$ cat src/rtl/wb_timer.sv
// wb_timer: Wishbone B4 pipelined responder wrapping a programmable
// down-counting timer with a prescaler, one-shot/periodic modes and a
// registered interrupt line.
//
// Ports:
//   wb_clk_i   - single clock
//   wb_rst_ni  - synchronous active-low reset
//   wb_cyc_i   - bus cycle active
//   wb_stb_i   - request strobe
//   wb_we_i    - 1 = write, 0 = read
//   wb_adr_i   - register word index (0 CTRL, 1 RELOAD, 2 COUNT, 3 STATUS)
//   wb_dat_i   - write data (truncated to COUNTER_WIDTH for RELOAD/COUNT)
//   wb_dat_o   - read data, non-zero only in the ack cycle of a read
//   wb_stall_o - high while a response is outstanding
//   wb_ack_o   - request completed (one cycle after acceptance)
//   int_timer  - registered STATUS.pending & CTRL.irq_en
//
// Handshake: a request is accepted on a clock edge where
// wb_cyc_i & wb_stb_i & !wb_stall_o. Write side-effects land on that same
// edge; wb_ack_o is high for exactly the following cycle, during which
// wb_stall_o is high, so at most one request is ever outstanding. The ack
// is not gated by wb_cyc_i: an initiator that abandons the cycle simply
// ignores it.

module wb_timer #(
  parameter int COUNTER_WIDTH = 32,
  parameter int PRESCALE      = 1
) (
  input  logic        wb_clk_i,
  input  logic        wb_rst_ni,
  input  logic        wb_cyc_i,
  input  logic        wb_stb_i,
  input  logic        wb_we_i,
  input  logic [3:0]  wb_adr_i,
  input  logic [31:0] wb_dat_i,
  output logic [31:0] wb_dat_o,
  output logic        wb_stall_o,
  output logic        wb_ack_o,
  output logic        int_timer
);

  localparam int PW = (PRESCALE > 1) ? $clog2(PRESCALE) : 1;
  localparam logic [PW-1:0] PRESC_LAST = PW'(PRESCALE - 1);

  typedef enum logic {
    IDLE = 1'b0,
    ACK  = 1'b1
  } state_t;

  state_t state, state_next;

  logic                     enable;
  logic                     periodic;
  logic                     irq_en;
  logic                     pending;
  logic [COUNTER_WIDTH-1:0] reload;
  logic [COUNTER_WIDTH-1:0] count;
  logic [PW-1:0]            presc;

  logic                     accept;
  logic                     ctrl_wr;
  logic                     reload_wr;
  logic                     count_wr;
  logic                     status_wr;
  logic                     tick;
  logic                     expire;
  logic [31:0]              rd_data;
  logic [COUNTER_WIDTH-1:0] wr_val;

  // Handshake FSM: state register.
  always_ff @(posedge wb_clk_i) begin
    if (!wb_rst_ni) begin
      state <= IDLE;
    end else begin
      state <= state_next;
    end
  end

  // Handshake FSM: next state and outputs. ack/stall decode straight from
  // the state flop, so they are glitch-free registered signals.
  always_comb begin
    state_next = state;
    wb_stall_o = 1'b0;
    wb_ack_o   = 1'b0;
    accept     = 1'b0;
    case (state)
      IDLE: begin
        accept = wb_cyc_i & wb_stb_i;
        if (accept) state_next = ACK;
      end
      ACK: begin
        wb_stall_o = 1'b1;
        wb_ack_o   = 1'b1;
        state_next = IDLE;
      end
      default: state_next = IDLE;
    endcase
  end

  assign wr_val    = wb_dat_i[COUNTER_WIDTH-1:0];
  assign ctrl_wr   = accept & wb_we_i & (wb_adr_i == 4'd0);
  assign reload_wr = accept & wb_we_i & (wb_adr_i == 4'd1);
  assign count_wr  = accept & wb_we_i & (wb_adr_i == 4'd2);
  assign status_wr = accept & wb_we_i & (wb_adr_i == 4'd3);

  assign tick   = enable & (presc == PRESC_LAST);
  // A COUNT write in the same cycle overrides the tick entirely, so it
  // must also suppress the expiry it would otherwise cause.
  assign expire = tick & (count == '0) & ~count_wr;

  // Read mux sees register values before this cycle's update.
  always_comb begin
    rd_data = '0;
    case (wb_adr_i)
      4'd0:    rd_data = {29'd0, irq_en, periodic, enable};
      4'd1:    rd_data = 32'(reload);
      4'd2:    rd_data = 32'(count);
      4'd3:    rd_data = {31'd0, pending};
      default: rd_data = '0;
    endcase
  end

  always_ff @(posedge wb_clk_i) begin
    if (!wb_rst_ni) begin
      enable    <= 1'b0;
      periodic  <= 1'b0;
      irq_en    <= 1'b0;
      pending   <= 1'b0;
      reload    <= '0;
      count     <= '0;
      presc     <= '0;
      int_timer <= 1'b0;
      wb_dat_o  <= '0;
    end else begin
      // Read data is captured at acceptance and shown only in the ack cycle.
      wb_dat_o <= (accept & ~wb_we_i) ? rd_data : 32'd0;

      if (ctrl_wr) begin
        enable   <= wb_dat_i[0];
        periodic <= wb_dat_i[1];
        irq_en   <= wb_dat_i[2];
      end else if (expire & ~periodic) begin
        enable <= 1'b0;
      end

      if (reload_wr) reload <= wr_val;

      if (count_wr) begin
        presc <= '0;
      end else if (enable) begin
        presc <= tick ? '0 : presc + PW'(1);
      end

      // Periodic reload uses the RELOAD value from before any same-cycle
      // RELOAD write; one-shot expiry leaves COUNT parked at 0.
      if (count_wr) begin
        count <= wr_val;
      end else if (tick) begin
        if (count == '0) begin
          if (periodic) count <= reload;
        end else begin
          count <= count - COUNTER_WIDTH'(1);
        end
      end

      // Expiry beats a same-cycle clear.
      if (expire) begin
        pending <= 1'b1;
      end else if (status_wr & wb_dat_i[0]) begin
        pending <= 1'b0;
      end

      int_timer <= pending & irq_en;
    end
  end

endmodule

$ cat config.mk
export PLATFORM = sky130hd
export DESIGN_NAME = wb_timer
export DESIGN_NICKNAME = d
export VERILOG_FILES = /design/src/rtl/wb_timer.sv
export SDC_FILE = /design/constraint.sdc
export NUM_CORES = 1
export LEC_CHECK = 0
export CAP_MARGIN = 10
export CORE_MARGIN = 3
export CORE_UTILIZATION = 37
export DETAILED_ROUTE_END_ITERATION = 8
export GPL_ROUTABILITY_DRIVEN = 0
export GPL_TIMING_DRIVEN = 0
export SYNTH_ARGS = -nofsm -noshare
export SYNTH_HDL_FRONTEND = slang
export SYNTH_SLANG_ARGS = --single-unit
$ cat constraint.sdc
create_clock -name wb_clk_i -period 5.2 [get_ports wb_clk_i]
set_input_delay 0.52 -clock wb_clk_i [delete_from_list [all_inputs] [get_ports wb_clk_i]]
set_output_delay 0.52 -clock wb_clk_i [all_outputs]
set_load 0.02 [all_outputs]
==> flow_summary.yaml <==
grt:
  grt_pass1_vias: 5118
  overflow: 0
  grt_usage: 0.218
  antenna_found_initial: 0
  grt_max_degree: 17
  grt_pass1_wl_microns: 27300
timing:
  slew_viol_final: 0
  setup_slack_ns: 2.16
  clock_skew_ns: 0.0100
  max-slew-margin-rel: 0.406
  finalCritPeriodShare: 0.585
  fin_crit_ns: 3.04
  hold_viol_final: 0
  rsz0062_at_grt: "false"
  max_freq_mhz: 328
  tightestPinTransition_ns: 0.879
  setup_viol: 0
  holdWs_ns: 0.483
  tns_ns: 0
cells_and_area:
  nNetsFinal: 764
  layout-drive-gt1-share: 0.0565
  num_antenna_cells: 0
  fin_area_sq_mm: 0.00648
  area_delta_synth_final_pct: 25.1
  fillers: 1364
die:
  core_sq_mm: 0.0135
  die_h_microns: 124
  die_area_sq_mm: 0.0155
  die_x_microns: 124
  num_rows: 42
  ios: 76
  initial_utilization: 0.385
synth:
  synthMostInstantiatedCell: "nand2_1"
  synth_top_family_by_area: "simple AND/OR/NAND/NOR gates"
  synth_fa_ha_area_frac: 0.00483
  yosysSeqAreaShare: 0.398
  synth_seq_cells: 103
  yosysTopAreaCell: "dfxtp_1"
  syn_inst: 636
  synthTopCellsByArea: "dfxtp_1, nand2_1, a22oi_1"
  synth_compound_area_frac: 0.196
  synth.top_cell.area_share: 0.398
  muxShareOfSynthArea: 0.0309
  synthArstFlopShare: 0
  synth_edf_count: 0
  synth_simple_gate_area_frac: 0.279
  synth_cell_types: 58
  synthTopCellsByCount: "nand2_1, dfxtp_1, nor2_1"
  syn_avg_cell_area_sq_um: 8.14
  synth_top_flop_cell: "dfxtp_1"
  synth_xor_area_frac: 0.0389
  syn_area_sq_mm: 0.00518
  syn-num-nets: 679
  yosysWarnings: 0
place:
  post-place-ws_ns: 1.81
  postPlaceCellArea_sq_mm: 0.00614
  dp_hpwl_microns: 12100
  portBuffers: 74
detailed_routing:
  finalWirelength_microns: 16800
  route.detailed.drc: 0
  vias_per_cell: 5.67
  ant_nets: 0
  dr.pass1.iters: 6
  wl_per_cell_microns: 18.6
  drt_first_iter_violations: 545
  vias: 5114
clock_network:
  cts_htree_levels: 3
  cts_resized: 0
  clk_pin_slew_ns: 0.06
  cts_tree: "done"
  cts_buffer_depth: 2
  insertion_delay_ns: 0.36
  cts.sinks: 103
  cts_hold_buf: 0
  cts_buffers: 9
  post-cts-setup-buffer-count: 0
  root_buffer: "clkbuf_16"
power_and_ir_drop:
  peakVddDrop_mv: 0.228
  powerDensity_mw_per_mm2: 272
  p_leak_uw: 0.00234
run_status:
  status: "complete, no violations"
worst_hold_path:
  hold_path_class: "reg -> reg"
run:
  maxCapViolCount: 0
worst_setup_path:
  worstPathRequired_ns: 5.42
  path_max_fanout: 10
  crit_path_end_kind: "flip-flop"
  path_class: "in -> reg"
  worstPathArrival_ns: 3.27
  start_kind: "input port"
[cells by family after synthesis]
logic type      count (synthesis)
compound gates                148
buf+inv                        57
flops                         103
xor+xnor                       23
simple gates                  287
mux                            16
fa+ha+maj                       2
[placed cells by master (no fill, tap or decap), types with 4 or more instances in the layout]
cell type / instances
nand2_1: 109
dfxtp_1: 103
clkdlybuf4s50_1: 74
nor2_1: 57
clkbuf_1: 39
a21oi_1: 34
nor3_1: 33
a22oi_1: 30
a21boi_0: 24
o21ai_0: 17
mux2i_1: 16
nand3_1: 15
xnor2_1: 14
or3_1: 12
nor4_1: 9
xor2_1: 9
clkbuf_16: 9
nand4_1: 8
o211ai_1: 8
nor2b_1: 7
buf_2: 6
o32ai_1: 6
nand2b_1: 5
buf_6: 5
nor4_4: 5
and3_1: 5
inv_1: 4
or4_1: 4
o21a_1: 4
a31oi_1: 4
[metal layers]
metal	track usage	wire [microns]
met5	0	0
met4	0.0799	455
met3	0.0570	1430
met2	0.341	7550
met1	0.291	7320
[worst max-delay path, stage by stage]
cell             delay (ns)
clkdlybuf4s50_1        0.61
nor4b_1                0.75
nand2b_1               0.20
clkbuf_1               0.35
clkbuf_1               0.46
mux2i_1                0.27
o32ai_1                0.11
[stage by stage]
stage / total power, uW / instances / utilization
finish: 1760 / 902 / 0.481
global route: 1820 / 902 / 0.481
CTS: 1770 / 902 / 0.481
detailed placement: 996 / 886 / 0.456
global placement: 996 / 886 / 0.456
floorplan: 917 / 636 / -
[state kept, by name, indices dropped and copies added, names as in the netlist]
signal	flops
wb_dat_o	32
pending	1
presc	1
enable	1
count	32
periodic	1
reload	32
state	1
irq_en	1
int_timer	1
[power breakdown]
group,total [uW],switching [uW],internal [uW]
Sequential,794,3.32,791
Clock,778,308,470
Combinational,188,111,77.3
[layout make-up]
class	count	area [sq um]	area share
Multi-Input combinational cell	476	2850	0.439
Sequential cell	103	2060	0.318
Timing Repair Buffer	74	741	0.114
Buffer	52	251	0.0388
Clock buffer	10	229	0.0353
Tap cell	176	220	0.0340
Clock inverter	6	109	0.0168
Inverter	5	18.8	0.00290
[path summary, 6_finish.rpt]
check	slack [ns]	to	startpoint	depth (start not counted)
min	0.48	reload[29]$_SDFFE_PN0P_	reload[29]$_SDFFE_PN0P_	2
min reg2reg	0.48	reload[29]$_SDFFE_PN0P_	reload[29]$_SDFFE_PN0P_	2
max	2.16	count[18]$_SDFFE_PN0P_	wb_adr_i[1]	7
max reg2reg	2.35	count[24]$_SDFFE_PN0P_	count[0]$_SDFFE_PN0P_	9
Note: power is estimated with default switching activity, not from simulation.
